--- src/rtl/uart_tx_arbiter.sv ---
// uart_tx_arbiter: round-robin arbiter sharing one UART transmitter between
// NUM_REQ byte producers. Latches the winner's byte, strobes the transmitter,
// follows the frame through tx_active and returns a one-cycle done pulse.
// Optional watchdog: define UART_ARB_TIMEOUT_EN to abort a transfer that
// stays in START or WAIT_DONE for TIMEOUT_CYCLES cycles.
module uart_tx_arbiter #(
    parameter int unsigned NUM_REQ        = 4,
    parameter int unsigned DATA_WIDTH     = 8,
    parameter int unsigned TIMEOUT_CYCLES = 4096,
    localparam int unsigned ID_W          = (NUM_REQ > 1) ? $clog2(NUM_REQ) : 1
) (
    input  logic                          clk,
    input  logic                          reset,
    input  logic [NUM_REQ-1:0]            req,
    input  logic [NUM_REQ*DATA_WIDTH-1:0] req_data,
    output logic [NUM_REQ-1:0]            done,
    output logic                          abort,
    output logic [DATA_WIDTH-1:0]         tx_data,
    output logic                          tx_start,
    input  logic                          tx_active,
    output logic                          busy,
    output logic [ID_W-1:0]               grant_id
);

    typedef enum logic [1:0] {
        ST_IDLE      = 2'd0,
        ST_START     = 2'd1,
        ST_WAIT_DONE = 2'd2
    } state_e;

    // Reject configurations outside the supported range at elaboration
    if (NUM_REQ < 2 || NUM_REQ > 16 || DATA_WIDTH == 0 || TIMEOUT_CYCLES == 0) begin : g_cfg_err
        $error("uart_tx_arbiter: unsupported parameter set");
    end

    state_e                  state_q, state_d;
    logic [DATA_WIDTH-1:0]   tx_data_q, tx_data_d;
    logic [ID_W-1:0]         grant_q, grant_d;
    logic [ID_W-1:0]         last_q, last_d;
    logic [NUM_REQ-1:0]      done_q, done_d;
    logic                    tx_start_q, tx_start_d;
    logic                    busy_q, busy_d;

    logic [DATA_WIDTH-1:0]   req_bytes [NUM_REQ];
    logic                    win_vld;
    logic [ID_W-1:0]         win_id;
    logic [ID_W-1:0]         cand;

`ifdef UART_ARB_TIMEOUT_EN
    localparam int unsigned CNT_W = $clog2(TIMEOUT_CYCLES + 1);
    logic [CNT_W-1:0]        tmo_cnt_q, tmo_cnt_d;
    logic                    abort_q, abort_d;
    logic                    tmo_hit;
`endif

    // Split the flat request bus into per-requester bytes
    for (genvar g = 0; g < NUM_REQ; g++) begin : g_slice
        assign req_bytes[g] = req_data[g*DATA_WIDTH +: DATA_WIDTH];
    end

    // Round-robin pick: first set request after the last owner, with wrap
    always_comb begin
        win_vld = 1'b0;
        win_id  = '0;
        cand    = '0;
        for (int unsigned k = 1; k <= NUM_REQ; k++) begin
            cand = ID_W'((32'(last_q) + k) % NUM_REQ);
            if (!win_vld && req[cand]) begin
                win_vld = 1'b1;
                win_id  = cand;
            end
        end
    end

`ifdef UART_ARB_TIMEOUT_EN
    assign tmo_hit = (state_q != ST_IDLE) && (tmo_cnt_q == CNT_W'(TIMEOUT_CYCLES - 1));
`endif

    // Next-state and registered-output logic
    always_comb begin
        state_d   = state_q;
        tx_data_d = tx_data_q;
        grant_d   = grant_q;
        last_d    = last_q;
        done_d    = '0;
`ifdef UART_ARB_TIMEOUT_EN
        abort_d   = 1'b0;
`endif

        case (state_q)
            ST_IDLE: begin
                if (win_vld) begin
                    state_d   = ST_START;
                    tx_data_d = req_bytes[win_id];
                    grant_d   = win_id;
                end
            end
            ST_START: begin
                if (tx_active) begin
                    state_d = ST_WAIT_DONE;
                end
            end
            ST_WAIT_DONE: begin
                if (!tx_active) begin
                    state_d = ST_IDLE;
                    done_d  = NUM_REQ'(1) << grant_q;
                    last_d  = grant_q;
                end
            end
            default: begin
                state_d = ST_IDLE;
            end
        endcase

`ifdef UART_ARB_TIMEOUT_EN
        // Watchdog overrides any normal progress in the same cycle
        if (tmo_hit) begin
            state_d = ST_IDLE;
            done_d  = NUM_REQ'(1) << grant_q;
            abort_d = 1'b1;
            last_d  = grant_q;
        end
        tmo_cnt_d = (state_d != state_q || state_q == ST_IDLE) ? '0
                                                                : tmo_cnt_q + CNT_W'(1);
`endif

        tx_start_d = (state_d == ST_START);
        busy_d     = (state_d != ST_IDLE);
    end

    // State and output registers with synchronous reset
    always_ff @(posedge clk) begin
        if (reset) begin
            state_q    <= ST_IDLE;
            tx_data_q  <= '0;
            grant_q    <= '0;
            last_q     <= ID_W'(NUM_REQ - 1);
            done_q     <= '0;
            tx_start_q <= 1'b0;
            busy_q     <= 1'b0;
        end else begin
            state_q    <= state_d;
            tx_data_q  <= tx_data_d;
            grant_q    <= grant_d;
            last_q     <= last_d;
            done_q     <= done_d;
            tx_start_q <= tx_start_d;
            busy_q     <= busy_d;
        end
    end

`ifdef UART_ARB_TIMEOUT_EN
    // Watchdog counter and abort flag
    always_ff @(posedge clk) begin
        if (reset) begin
            tmo_cnt_q <= '0;
            abort_q   <= 1'b0;
        end else begin
            tmo_cnt_q <= tmo_cnt_d;
            abort_q   <= abort_d;
        end
    end

    assign abort = abort_q;
`else
    assign abort = 1'b0;
`endif

    assign tx_data  = tx_data_q;
    assign tx_start = tx_start_q;
    assign done     = done_q;
    assign busy     = busy_q;
    assign grant_id = grant_q;

endmodule

--- config.mk ---
export PLATFORM = sky130hd
export DESIGN_NAME = uart_tx_arbiter
export DESIGN_NICKNAME = d
export VERILOG_FILES = /design/src/rtl/uart_tx_arbiter.sv
export SDC_FILE = /design/constraint.sdc
export NUM_CORES = 1
export LEC_CHECK = 0
export CAP_MARGIN = 25
export CORE_ASPECT_RATIO = 0.7
export CORE_MARGIN = 4
export CORE_UTILIZATION = 36
export CTS_CLUSTER_DIAMETER = 100
export DETAILED_ROUTE_END_ITERATION = 12
export PLACE_DENSITY = 0.81
export RECOVER_POWER = 25
export SETUP_SLACK_MARGIN = 0.4
export SLEW_MARGIN = 0
export SYNTH_ARGS = -nofsm -noshare
export SYNTH_HDL_FRONTEND = slang
export SYNTH_SLANG_ARGS = --single-unit
--- constraint.sdc ---
create_clock -name clk -period 1.92 [get_ports clk]
set_input_delay 0.576 -clock clk [delete_from_list [all_inputs] [get_ports clk]]
set_output_delay 0.576 -clock clk [all_outputs]
set_load 0.1 [all_outputs]
==> flow_metrics.env <==
export IMPL_outcome="complete, but fails checks"
export IMPL_violations="setup timing"
export IMPL_diodes=0
export IMPL_grt_overflow_total=0
export IMPL_worst_ep_arrival_time_ns=2.10
export IMPL_yosys_warnings=0
export IMPL_ys_flop_type="dfxtp_1"
export IMPL_initial_core_util_pct=39.13
export IMPL_end_kind="flip-flop"
export IMPL_io_pins=56
export IMPL_die_area_sq_um=4157
export IMPL_mostFrequentLayoutCells="32 x clkdlybuf4s50_1, 22 x buf_12, 17 x dfxtp_1"
export IMPL_gp_congestion=0.8254
export IMPL_worst_setup_path_start_kind="input pin"
export IMPL_grt_pass1_wl_microns=6196
export IMPL_placed_cell_area_sq_um=1997
export IMPL_final_area_sq_um=2340
export IMPL_cts_inserted_buffers=3
export IMPL_p_leak_uw=0.0009233
export IMPL_cts_tree="yes"
export IMPL_fin_crit_ns=1.945
export IMPL_worst_slack_ns=-0.02482
export IMPL_fin_nets=229
export IMPL_hold_viol_final=0
export IMPL_worstSkewPairLatency_ns=0.26
export IMPL_row_count=16
export IMPL_reg2reg_from="last_q[0]"
export IMPL_hpwlAfterDp_microns=2780
export IMPL_cp_startpoint="req[1]"
export IMPL_drive_gt1_share_pct=44.97
export IMPL_drv_slew=0
export IMPL_peakVddDrop_uv=481.8
export IMPL_coreArea_sq_um=2923
export IMPL_cp_max_fo=7
export IMPL_viasPerCell=5.551
export IMPL_grt_use_total_pct=20.59
export IMPL_synth_edf_count=0
export IMPL_cts_reportedPaths_clkPinSlew_ns=0.08
export IMPL_firstDrtPassIters=4
export IMPL_final_common_cell="clkdlybuf4s50_1"
export IMPL_synth_nets=156
export IMPL_rsz0062_at_grt="true"
export IMPL_worstMarginPinSlew_ns=0.8128
export IMPL_report_final_setup_viol=1
export IMPL_dp_cells=212
export IMPL_path_class="input pin to flip-flop"
export IMPL_min_from="grant_id[1]"
export IMPL_cts_sinks=20
export IMPL_remaining_drc_errors=0
export IMPL_fmax_mhz=514.2
export IMPL_grt_max_degree=17
export IMPL_clock_skew_ns=0.003740
export IMPL_io_buffer_count=54
export IMPL_area_growth_synth_to_final_pct=104.6
export IMPL_slew_headroom_pct=45.81
export IMPL_grt_pass1_vias=1235
export IMPL_synth_cell_area_sq_um=1144
export IMPL_syn_area_per_cell_sq_um=9.774
export IMPL_clockBufferDepth=2
export IMPL_ys_types=36
export IMPL_antenna_found_initial=0
export IMPL_clockRootBuffer="clkbuf_8"
export IMPL_postCtsHoldBufs=0
export IMPL_whs_ns=0.5079
export IMPL_p_per_area_nw_per_um2=752.0
export IMPL_hp_class="flip-flop to flip-flop"
export IMPL_ctsHtreeMaxLevel=1
export IMPL_maxCapViolCount=0
export IMPL_fp_dieH_microns=55.16
export IMPL_async_flop_share_pct=0
export IMPL_vias=1249
export IMPL_avgRoutedWirePerCell_microns=18.57
export IMPL_ant_nets=0
export IMPL_crit_required_ns=2.08
export IMPL_finalWirelength_microns=4179
export IMPL_first_iter_violations=38
export IMPL_die_x_microns=75.37
export IMPL_fin_crit_sh_pct=101.3
export IMPL_final_cell_count_no_fill=225
export IMPL_synth_seq_cells=20
export IMPL_synth_cells=117
export IMPL_ys_seq_area_share_pct=35.01
## critical path, stage by stage
cell and delay [ns]:
buf_8 0.11, or2_4 0.23, a311oi_4 0.33, buf_4 0.18
buf_12 0.12, buf_12 0.12, mux2i_1 0.21, mux2_4 0.18
o21ai_2 0.04
## layout make-up
| class | count | area [sq um] |
|---|---|---|
| inverters | 3 | 11.26 |
| multi-input cells | 86 | 828.3 |
| repair buffers | 76 | 977.2 |
| clock inverters | 1 | 30.03 |
| flip-flops and latches | 20 | 406.6 |
| well taps | 36 | 45.04 |
| fillers | 163 | 583.1 |
| clock buffers | 3 | 41.29 |
## sequential cells by signal (all words and copies together) (netlist names)
signal    cells
busy          1
done          4
last_q        2
state_q       2
grant_id      2
tx_data       8
tx_start      1
## power breakdown
| group | internal [uW] | switching, uW |
|---|---|---|
| Combinational | 401 | 437 |
| Sequential | 450 | 45.5 |
| Clock | 278 | 147 |
| Total | 1130 | 630 |
## through the flow
| stage | TNS, ns | power [uW] | utilization (%) | setup slack [ns] |
|---|---|---|---|---|
| 6_report | -0.02482 | 1759 | 80.05 | -0.02482 |
| 5_1_grt | -0.1822 | 1807 | 80.05 | -0.04953 |
| 4_1_cts | 0 | 1743 | 79.79 | 0.03285 |
| 3_5_place_dp | -5.722 | 1206 | 68.32 | -0.6759 |
| 3_3_place_gp | -4.571 | 1192 | 68.32 | -0.5547 |
| 2_1_floorplan | -0.04066 | 908.8 | - | -0.02022 |
## path summary, 6_finish.rpt
| check | endpoint | slack (ns) | depth (start not counted) |
|---|---|---|---|
| setup / recovery | tx_data[4] | -0.02 | 9 |
| hold / removal | done[0] | 0.51 | 1 |
| setup reg to reg | tx_data[2] | 0.06 | 8 |
| hold reg to reg | done[0] | 0.51 | 1 |
## metal layers
layer	track usage, %	part of all wire (%)
met1	24.11	41
met2	39.68	53
met3	3.610	5.0
met4	4.070	1.5
met5	0	0
## synthesized netlist by cell type, drive strengths merged, types with 3 or more instances
| cell type | count | area share, % |
|---|---|---|
| dfxtp | 20 | 35 |
| inv | 3 | 0.98 |
| nor3 | 8 | 3.5 |
| mux2i | 12 | 11 |
| a21oi | 3 | 1.6 |
| clkbuf | 3 | 0.98 |
| nor2 | 10 | 3.3 |
| buf | 5 | 4.6 |
| a2111oi | 4 | 5.3 |
| nand2b | 3 | 1.6 |
| nand2 | 4 | 1.3 |
| nand3b | 5 | 3.3 |
| a211oi | 4 | 2.6 |
| mux2 | 8 | 7.9 |
| o21ai | 5 | 2.8 |
## cells by family after synthesis
family | Yosys count | share of synthesized area [%]
flip-flops | 20 | 35.01
buffers and inverters | 11 | 6.564
XOR/XNOR | 1 | 0.7660
multiplexers | 20 | 18.38
other | 1 | 0.3279
AND/OR/NAND/NOR | 41 | 19.80
AO/OA/AOI/OAI | 23 | 19.15
## repair_timing
action / 4_1_cts / 5_1_grt
pin swaps: 9 / 6
resized for setup: 49 / 6
gates cloned: 2 / 0
setup endpoints to repair: 16 / 10
setup buffers: 7 / 0
Power figures use the tool's default switching activity.
